File: src/rtl/mem_access_unit.sv
// Load/store unit between a single requester and a big-endian byte-addressed
// data memory. One request in flight; sub-word stores use read-modify-write.
module mem_access_unit #(
  parameter int ADDR_W = 12
) (
  input  logic              clk,
  input  logic              rst,
  input  logic              req_valid,
  output logic              req_ready,
  input  logic              req_we,
  input  logic [1:0]        req_size,
  input  logic              req_signed,
  input  logic [ADDR_W-1:0] req_addr,
  input  logic [31:0]       req_wdata,
  output logic              resp_valid,
  input  logic              resp_ready,
  output logic [31:0]       resp_rdata,
  output logic              resp_err,
  output logic [ADDR_W-1:0] mem_addr,
  output logic              mem_wr,
  output logic              mem_r,
  output logic [31:0]       mem_wdata,
  input  logic [31:0]       mem_rdata
);

  typedef enum logic [2:0] {IDLE, RD, RMW_RD, WR, RESP} state_e;

  localparam logic [1:0] SZ_BYTE = 2'b00;
  localparam logic [1:0] SZ_HALF = 2'b01;
  localparam logic [1:0] SZ_WORD = 2'b10;

  state_e              state_q, state_d;
  logic [1:0]          size_q, size_d;
  logic                signed_q, signed_d;
  logic [31:0]         wdata_q, wdata_d;
  logic [31:0]         rdata_q, rdata_d;
  logic                err_q, err_d;
  logic [ADDR_W-1:0]   maddr_q, maddr_d;
  logic [31:0]         mwdata_q, mwdata_d;
  logic                req_err;

  // The addressed byte is the most significant byte of the memory word
  // (big-endian), so sub-word loads take the top of mem_rdata.
  function automatic logic [31:0] load_ext(input logic [31:0] r,
                                           input logic [1:0] sz,
                                           input logic sgn);
    logic [31:0] v;
    case (sz)
      SZ_BYTE: v = sgn ? {{24{r[31]}}, r[31:24]} : {24'h0, r[31:24]};
      SZ_HALF: v = sgn ? {{16{r[31]}}, r[31:16]} : {16'h0, r[31:16]};
      default: v = r;
    endcase
    return v;
  endfunction

  // Replace the leading bytes of the old word with the right-justified store data.
  function automatic logic [31:0] merge(input logic [31:0] old,
                                        input logic [31:0] w,
                                        input logic [1:0] sz);
    logic [31:0] v;
    case (sz)
      SZ_BYTE: v = {w[7:0], old[23:0]};
      SZ_HALF: v = {w[15:0], old[15:0]};
      default: v = w;
    endcase
    return v;
  endfunction

  assign req_err = (req_size == 2'b11) ||
                   (req_size == SZ_HALF && req_addr[0]) ||
                   (req_size == SZ_WORD && req_addr[1:0] != 2'b00);

  // Next state and per-state handshake / memory strobes.
  always_comb begin
    state_d    = state_q;
    req_ready  = 1'b0;
    resp_valid = 1'b0;
    mem_r      = 1'b0;
    mem_wr     = 1'b0;
    case (state_q)
      IDLE: begin
        req_ready = 1'b1;
        if (req_valid) begin
          if (req_err)                 state_d = RESP;
          else if (!req_we)            state_d = RD;
          else if (req_size == SZ_WORD) state_d = WR;
          else                         state_d = RMW_RD;
        end
      end
      RD:     begin mem_r  = 1'b1; state_d = RESP; end
      RMW_RD: begin mem_r  = 1'b1; state_d = WR;   end
      WR:     begin mem_wr = 1'b1; state_d = RESP; end
      RESP: begin
        resp_valid = 1'b1;
        if (resp_ready) state_d = IDLE;
      end
      default: state_d = IDLE;
    endcase
  end

  // Datapath: capture on accept, load result in RD, merged write word in RMW_RD.
  // mem_addr/mem_wdata only move when a new access is set up, so they hold otherwise.
  always_comb begin
    size_d   = size_q;
    signed_d = signed_q;
    wdata_d  = wdata_q;
    rdata_d  = rdata_q;
    err_d    = err_q;
    maddr_d  = maddr_q;
    mwdata_d = mwdata_q;
    case (state_q)
      IDLE: if (req_valid) begin
        size_d   = req_size;
        signed_d = req_signed;
        wdata_d  = req_wdata;
        err_d    = req_err;
        rdata_d  = '0;
        if (!req_err) begin
          maddr_d = req_addr;
          if (req_we && req_size == SZ_WORD) mwdata_d = req_wdata;
        end
      end
      RD:      rdata_d  = load_ext(mem_rdata, size_q, signed_q);
      RMW_RD:  mwdata_d = merge(mem_rdata, wdata_q, size_q);
      default: ;
    endcase
  end

  // State and datapath registers; reset drops any in-flight request.
  always_ff @(posedge clk) begin
    if (rst) begin
      state_q  <= IDLE;
      size_q   <= '0;
      signed_q <= 1'b0;
      wdata_q  <= '0;
      rdata_q  <= '0;
      err_q    <= 1'b0;
      maddr_q  <= '0;
      mwdata_q <= '0;
    end else begin
      state_q  <= state_d;
      size_q   <= size_d;
      signed_q <= signed_d;
      wdata_q  <= wdata_d;
      rdata_q  <= rdata_d;
      err_q    <= err_d;
      maddr_q  <= maddr_d;
      mwdata_q <= mwdata_d;
    end
  end

  assign resp_rdata = rdata_q;
  assign resp_err   = err_q;
  assign mem_addr   = maddr_q;
  assign mem_wdata  = mwdata_q;

endmodule

File: config.mk
export PLATFORM = sky130hd
export DESIGN_NAME = mem_access_unit
export DESIGN_NICKNAME = d
export VERILOG_FILES = /design/src/rtl/mem_access_unit.sv
export SDC_FILE = /design/constraint.sdc
export NUM_CORES = 1
export LEC_CHECK = 0
export BUFFER_PORTS_ARGS = -buffer_cell sky130_fd_sc_hd__buf_2
export CAP_MARGIN = 20
export CORE_ASPECT_RATIO = 2
export CORE_MARGIN = 4
export CORE_UTILIZATION = 54
export CTS_BUF_LIST = sky130_fd_sc_hd__clkbuf_8 sky130_fd_sc_hd__clkbuf_16
export DETAILED_ROUTE_END_ITERATION = 10
export MAX_ROUTING_LAYER = met4
export PLACE_DENSITY = 0.94
export SETUP_SLACK_MARGIN = 0.2
export SYNTH_ARGS = -nofsm -noshare
export SYNTH_HDL_FRONTEND = slang
export SYNTH_SLANG_ARGS = --single-unit
File: constraint.sdc
create_clock -name clk -period 4.4 [get_ports clk]
set_clock_uncertainty 0.05 [all_clocks]
set_input_delay 0.88 -clock clk [delete_from_list [all_inputs] [get_ports clk]]
set_output_delay 0.88 -clock clk [all_outputs]
set_load 0.05 [all_outputs]
Word-level counts from Yosys, hierarchy flattened
Index checks and enable logic that the tools add are counted.
Widths: inputs -> output; s select.

word-level totals
  register bits = 115
  logic and storage cells = 58

cells by class
  equality and inequality tests = 12
  muxes and demuxes = 20
  bitwise operators = 1
  reductions and logical operators = 17

operators by type and width
  operator            number
  $pmux 32 s2         4
  $mux 32             6
  $pmux 3 s4          1
  $mux 3              3
  $ne 2x2->1 const B  4
  $eq 3x2->1 const B  2
  $reduce_and 2->1    3
  $reduce_bool 2->1   3
  $mux 1              5
  $eq 2x1->1 const B  2
  $eq 2x2->1 const B  2
  $reduce_and 4->1    1
  $reduce_or 2->1     2
  $eq 3x1->1 const B  1
  $eq 3x3->1 const B  1
  $logic_and 1x1->1   3
  $logic_not 3->1     1
  $reduce_and 3->1    1
  $logic_not 2->1     1
  $logic_or 1x1->1    2
  $mux 2              1
  $not 1->1           1

Logic depth before layout (Yosys ltp)
Gate-level depths: netlist of run 1.

  word-level depth = 7
  depth in mapped cells = 6
  gate-level depth less buffers = 4

Worst setup path after synthesis of run 1
OpenSTA, ideal clock, no wires.

  kind = reg-to-output
  start point = register state_q[1]
  end point = output port resp_valid
  data arrival time = 1,711 ps
  data required time = 3,470 ps
  path slack = 1,759 ps
  stages on the path, launching flop included = 3
  path buffers = 1
  path through = dfxtp_1 -> buf_2 -> nor3b_1

on the way
  longest elaborated chain between the ends = 2

RTL lines
  what                      line  source
  start: declaration        32    state_e state_q, state_d;
  start signal: assignment  141   state_q <= state_d;
  $eq 3x3->1                80    case (state_q)
  $mux 1                    80
  end: declaration          15    output logic resp_valid,

No other way between the ends.

==> results of run 1 <==
worst reg2reg max path, stage by stage, from the launching register on:
cell	delay, ns
dfxtp_1	0.98
inv_1	0.13
a31oi_1	0.48
a21boi_0	0.51
o2bb2ai_1	0.15
logic make-up after synthesis:
family | after synthesis | share of synthesized area (%)
buffers and inverters | 52 | 5.06
multiplexers | 74 | 14.8
AND/OR/NAND/NOR | 158 | 13.8
flip-flops | 115 | 45.9
XOR/XNOR | 1 | 0.175
AO/OA/AOI/OAI | 177 | 20.3
flip-flops by register name, indices dropped and copies added (netlist names):
signal      cells
mem_addr       12
mem_wdata      32
resp_err        1
resp_rdata     32
signed_q        1
size_q          2
state_q         3
wdata_q        32
cell usage in the layout (no fill, tap or decap), drive strengths merged:
cell and n:
nor2b 3, o21bai 1, nand2b 1, or2 1, a31oi 3, or3b 1, and3b 1, clkbuf 20
nor3b 1, or4b 1, a22o 9, diode 2, clkinv 1, a21o 1, nand4 1, mux2i 74
nand3 10, a21boi 7, bufinv 6, nand2 105, nor4b 3, o2bb2ai 7, a21oi 81, xnor2 1
nor2 26, dfxtp 115, buf 172, o21ai 36, o22ai 32, clkinvlp 2, inv 5, nor3 4
path summary, 6_finish.rpt:
check / startpoint / endpoint / cells past startpoint
max: rst / mem_wdata[30]$_SDFFE_PP0P_ / 4
min: resp_rdata[22]$_SDFFE_PP0P_ / resp_rdata[22]$_SDFFE_PP0P_ / 2
max reg2reg: size_q[0]$_SDFFE_PP0P_ / resp_rdata[8]$_SDFFE_PP0P_ / 4
min reg2reg: resp_rdata[22]$_SDFFE_PP0P_ / resp_rdata[22]$_SDFFE_PP0P_ / 2
routing by layer:
| layer | track usage (%) | part of all wire, % |
|---|---|---|
| met1 | 29.4 | 35 |
| met2 | 48.3 | 53 |
| met3 | 7.61 | 5.9 |
| met4 | 17.9 | 6.0 |
| met5 | - | 0 |
area by class of cell:
cell class,instances,share of cell area [%]
sequential,115,35.5
tap,102,1.97
clock inverter,11,3.20
multi-input combinational,410,37.9
timing repair buffer,172,14.0
clock buffer,20,7.19
inverter,3,0.173
antenna,2,0.0771
power by group through the flow:
stage | registers [mW] | logic (mW) | clock network, mW
floorplan | 1.21 | 0.234 | 0
detailed placement | 1.16 | 0.409 | 0
global placement | 1.16 | 0.398 | 0
CTS | 1.14 | 0.412 | 1.58
finish | 1.14 | 0.422 | 1.57
global route | 1.15 | 0.455 | 1.63
==> flow_metrics.py, run 1 <==
metrics = {
    "run_status": {
        "run_status": "completed",
    },
    "setup_path": {
        "cpLargestDelayFamily": "compound AO/OA/AOI/OAI gates",
        "endpoint_kind": "flop",
        "timing.critical_path.required_ns": 4.58,
        "rrSetupSlack_ns": 1.96,
        "critical_path.cell_chain": "buf_2, buf_4, a21o_1, o22ai_1",
        "bufs_and_invs_on_worst_path": 2,
        "setup.worst_path.start_class": "input port",
        "worst-endpoint-arrival_ns": 2.80,
        "crit_path_max_incr_delay_ns": 0.84,
        "cpMaxStageDelayCell": "a21o_1",
        "critPathMaxFanout": 50,
        "crit_type": "in2reg",
    },
    "timing": {
        "period_needed_ns": 2.62,
        "final_ws_setup_ns": 1.78,
        "max_frequency_mhz": 381,
        "tightest_slew_ns": 1.04,
        "tns_ns": 0,
        "timing.final.max_slew_violations": 0,
        "finalHoldViolations": 0,
        "worst_hold_slack_ns": 0.403,
        "timing.final.crit_share_pct": 59.6,
        "worst_slew_margin_rel_pct": 30.6,
        "finalSetupViolCount": 0,
        "rsz0062_at_grt": "no",
    },
    "placed_design": {
        "dpl_cell_area_um2": 5760,
        "placedCellCount": 799,
        "detailedPlacementHpwl_um": 11300,
        "number_of_port_buffers": 164,
        "finalWeightedCongestion": 0.890,
        "place_worst_setup_slack_ns": 1.40,
    },
    "power_and_ir_drop": {
        "switching_share_pct": 25.8,
        "share_clk_of_total_power_pct": 50.1,
        "tot_pwr_mw": 3.14,
        "pwr_density_cell_nw_per_um2": 483,
        "vdd.ir_drop.worst_mv": 0.389,
        "power.share.combinational_pct": 13.5,
        "cellInternalPower_mw": 2.33,
        "p_sw_mw": 0.809,
        "leakagePower_nw": 2.98,
        "seqPwrFrac_pct": 36.5,
    },
    "layout": {
        "multi_input_area_um2": 2460,
        "area.growth.synth_to_final_pct": 29.4,
        "postLayoutCellArea_um2": 6490,
        "finalNetCount": 803,
        "final_core_utilization_pct": 72.0,
        "seq_area_um2": 2300,
        "final_cell_count_no_fill": 835,
        "num-fill-cells": 677,
        "drive_above_1_share_pct": 28.6,
    },
    "synth": {
        "synth_area_leaders": "dfxtp_1 46%, mux2i_1 15%, a21oi_1 8.1%, nand2_1 7.9%, o22ai_1 4.0%",
        "ys_seq_elements": 115,
        "syn-num-nets": 661,
        "synthDominantAreaCellType": "dfxtp_1",
        "synthesis.area_um2": 5020,
        "synth_seq_area_share_pct": 45.9,
        "synth_cell_type_count": 34,
        "synthesis.instances": 577,
        "top_cells_by_instance_count_after_synthesis": "115 x dfxtp_1, 105 x nand2_1, 81 x a21oi_1",
        "postSynthAreaPerCell_um2": 8.70,
        "synth_top_area_share_pct": 45.9,
        "synth-edff-count": 0,
        "ys_async_sr_fraction_pct": 0,
        "yosys_most_used_dff": "dfxtp_1",
        "ys_warnings": 0,
        "synthMostInstantiatedCell": "dfxtp_1",
    },
    "floorplanning": {
        "placeableCoreArea_um2": 9010,
        "die_h_um": 144,
        "design.die.area_um2": 11000,
        "die_w_um": 76.2,
        "rows": 49,
        "start_util_pct": 55.7,
        "design.portCount": 165,
    },
    "clock_tree": {
        "insertion_delay_ns": 0.41,
        "cts-root-buf": "clkbuf_16",
        "cts_hold_repair.buffers": 0,
        "tritoncts_clock_tree": "yes",
        "cts_htree_levels": 4,
        "cts.sink_count": 115,
        "path_clk_slew_ns": 0.06,
        "post_cts.resized_instances": 0,
        "post-cts-setup-buffers": 0,
        "clock_tree.buffer_depth": 2,
        "numCtsBuffers": 17,
    },
    "global_routing": {
        "wire_length_of_the_first_global_routing_pass_um": 24300,
        "congestion_overflow_gr": 0,
        "vias_in_the_first_global_route": 4845,
        "grt_util_all_layers_pct": 28.6,
        "grt_antenna_before_repair": 1,
        "largest_net_degree_at_the_start_of_global_routing": 51,
    },
    "drt": {
        "route.detailed.vias_per_inst": 5.95,
        "post-route-drc-count": 0,
        "per_cell_routed_wire_length_um": 18.9,
        "antenna_left": 0,
        "routed_wirelength_um": 15800,
        "dr.pass1.iters": 7,
        "drc_violation_total_after_the_first_tritonroute_iteration": 389,
        "vias": 4972,
    },
    "run": {
        "maxCapViolations": 0,
    },
    "hold_path": {
        "timing.hold.worst.class": "reg2reg",
    },
}
Note: power is estimated with default switching activity, not from simulation.
==> inputs of run 2 (changes only) <==
CORE_UTILIZATION = 51   (was 54)
PLACE_DENSITY = 0.9   (was 0.94)
clock period = 2.69 ns   (was 4.4 ns; I/O delays follow)
==> flow_metrics.py, run 2 (synthesis results as in run 1) <==
metrics = {
    "layout": {
        "num-fill-cells": 799,
        "seq_area_um2": 2300,
        "finalNetCount": 810,
        "multi_input_area_um2": 2460,
        "most_frequent_standard_cell_in_the_layout_excluding_fill_and_tap_cells": "buf_2",
        "postLayoutCellArea_um2": 6530,
        "antenna-diode-count": 0,
        "drive_above_1_share_pct": 29.6,
        "area.growth.synth_to_final_pct": 30.1,
        "layout.cells.most_common_list": "164 x buf_2, 114 x dfxtp_1, 105 x nand2_1, 81 x a21oi_1, 74 x mux2i_1",
    },
    "global_routing": {
        "grt_util_all_layers_pct": 29.1,
        "largest_net_degree_at_the_start_of_global_routing": 38,
        "vias_in_the_first_global_route": 5040,
        "grt_antenna_before_repair": 0,
        "wire_length_of_the_first_global_routing_pass_um": 25400,
        "congestion_overflow_gr": 0,
    },
    "drt": {
        "routed_wirelength_um": 16300,
        "vias": 5004,
        "drc_violation_total_after_the_first_tritonroute_iteration": 350,
        "post-route-drc-count": 0,
        "per_cell_routed_wire_length_um": 18.7,
        "antenna_left": 0,
        "route.detailed.vias_per_inst": 5.75,
        "dr.pass1.iters": 6,
    },
    "timing": {
        "rsz0062_at_grt": "no",
        "timing.final.max_slew_violations": 0,
        "tightest_slew_ns": 0.654,
        "timing.final.crit_share_pct": 80.4,
        "final_ws_setup_ns": 0.527,
        "period_needed_ns": 2.16,
        "max_frequency_mhz": 462,
        "finalSetupViolCount": 0,
        "worst_slew_margin_rel_pct": 56.4,
        "finalHoldViolations": 0,
        "tns_ns": 0,
    },
    "clock_tree": {
        "cts-root-buf": "clkbuf_16",
        "tritoncts_clock_tree": "yes",
        "cts_hold_repair.buffers": 0,
        "numCtsBuffers": 17,
        "cts_htree_levels": 4,
        "insertion_delay_ns": 0.41,
        "post_cts.resized_instances": 0,
        "path_clk_slew_ns": 0.06,
        "cts.sink_count": 115,
        "clock_tree.buffer_depth": 2,
        "post-cts-setup-buffers": 0,
    },
    "floorplanning": {
        "design.portCount": 165,
        "die_h_um": 148,
        "start_util_pct": 51.7,
        "design.die.area_um2": 11600,
        "placeableCoreArea_um2": 9700,
        "die_w_um": 78.1,
        "rows": 51,
    },
    "run_status": {
        "run_status": "completed",
    },
    "placed_design": {
        "number_of_port_buffers": 164,
        "place_worst_setup_slack_ns": 0.683,
        "detailedPlacementHpwl_um": 12100,
        "finalWeightedCongestion": 0.974,
        "dpl_cell_area_um2": 5880,
    },
    "setup_path": {
        "crit_type": "reg2out",
        "setup.worst_path.start_class": "flop",
        "critPathMaxFanout": 11,
        "timing.critical_path.required_ns": 2.10,
        "worstSetupStartpoint": "state_q[2]$_SDFFE_PP0P_",
        "endpoint_kind": "output port",
        "worst-endpoint-arrival_ns": 1.58,
        "worstReg2RegStart": "state_q[0]$_SDFFE_PP0P_",
    },
    "power_and_ir_drop": {
        "vdd.ir_drop.worst_mv": 0.505,
        "leakagePower_nw": 2.99,
        "pwr_density_cell_nw_per_um2": 770,
    },
    "hold_path": {
        "min-delay-start": "req_wdata[10]",
        "timing.hold.worst.class": "in2reg",
    },
    "run": {
        "maxCapViolations": 0,
    },
}
-- run 2: changes by cell type in the layout (fill, tap and decap cells not counted), moves of 2 or more --
| cell | change |
|---|---|
| diode_2 | -2 |
| bufinv_16 | -2 |
| clkinv_4 | +4 |
| inv_1 | -2 |
| buf_4 | +9 |
-- run 2: area by class of cell --
cell class | instances | share of cell area [%]
Timing Repair Buffer | 179 | 14.3
Inverter | 3 | 0.172
Multi-Input combinational cell | 410 | 37.7
Tap cell | 132 | 2.53
Clock inverter | 11 | 2.68
Clock buffer | 21 | 7.36
Sequential cell | 115 | 35.3
-- run 2: stage by stage --
step                      hold slack, ns  cells  total power, mW  util (%)
after CTS                          0.317    871             5.03      67.3
after global routing               0.330    871             5.18      67.3
final                              0.326    871             5.03      67.3
after floorplan                    0.386    577             2.36         -
after global placement             0.388    839             2.58      60.6
after detailed placement           0.391    839             2.60      60.6
-- run 2: where the power goes --
group	switching [mW]	internal [mW]
combinational	0.491	0.233
clock	0.797	1.65
sequential	0.0700	1.79
-- run 2: final timing paths --
path | endpoint | slack, ns | cells past startpoint
hold / removal | wdata_q[10]$_SDFFE_PP0P_ | 0.33 | 3
setup reg to reg | signed_q$_SDFFE_PP0P_ | 0.76 | 4
hold reg to reg | mem_addr[6]$_SDFFE_PP0P_ | 0.40 | 2
setup / recovery | resp_valid | 0.53 | 2
-- run 2: per-layer routing --
layer	routed length, µm	vias to the layer above	global-route usage (%)
li1	-	2337	-
met1	5570	2344	28.5
met2	8580	252	50.4
met3	990	71	4.97
met4	1160	0	21.9
met5	0	-	-
-- run 2: worst max-delay path, stage by stage (launching register included) --
cell and delay, ns:
dfxtp_1 0.56, nor3b_1 0.29, buf_2 0.31
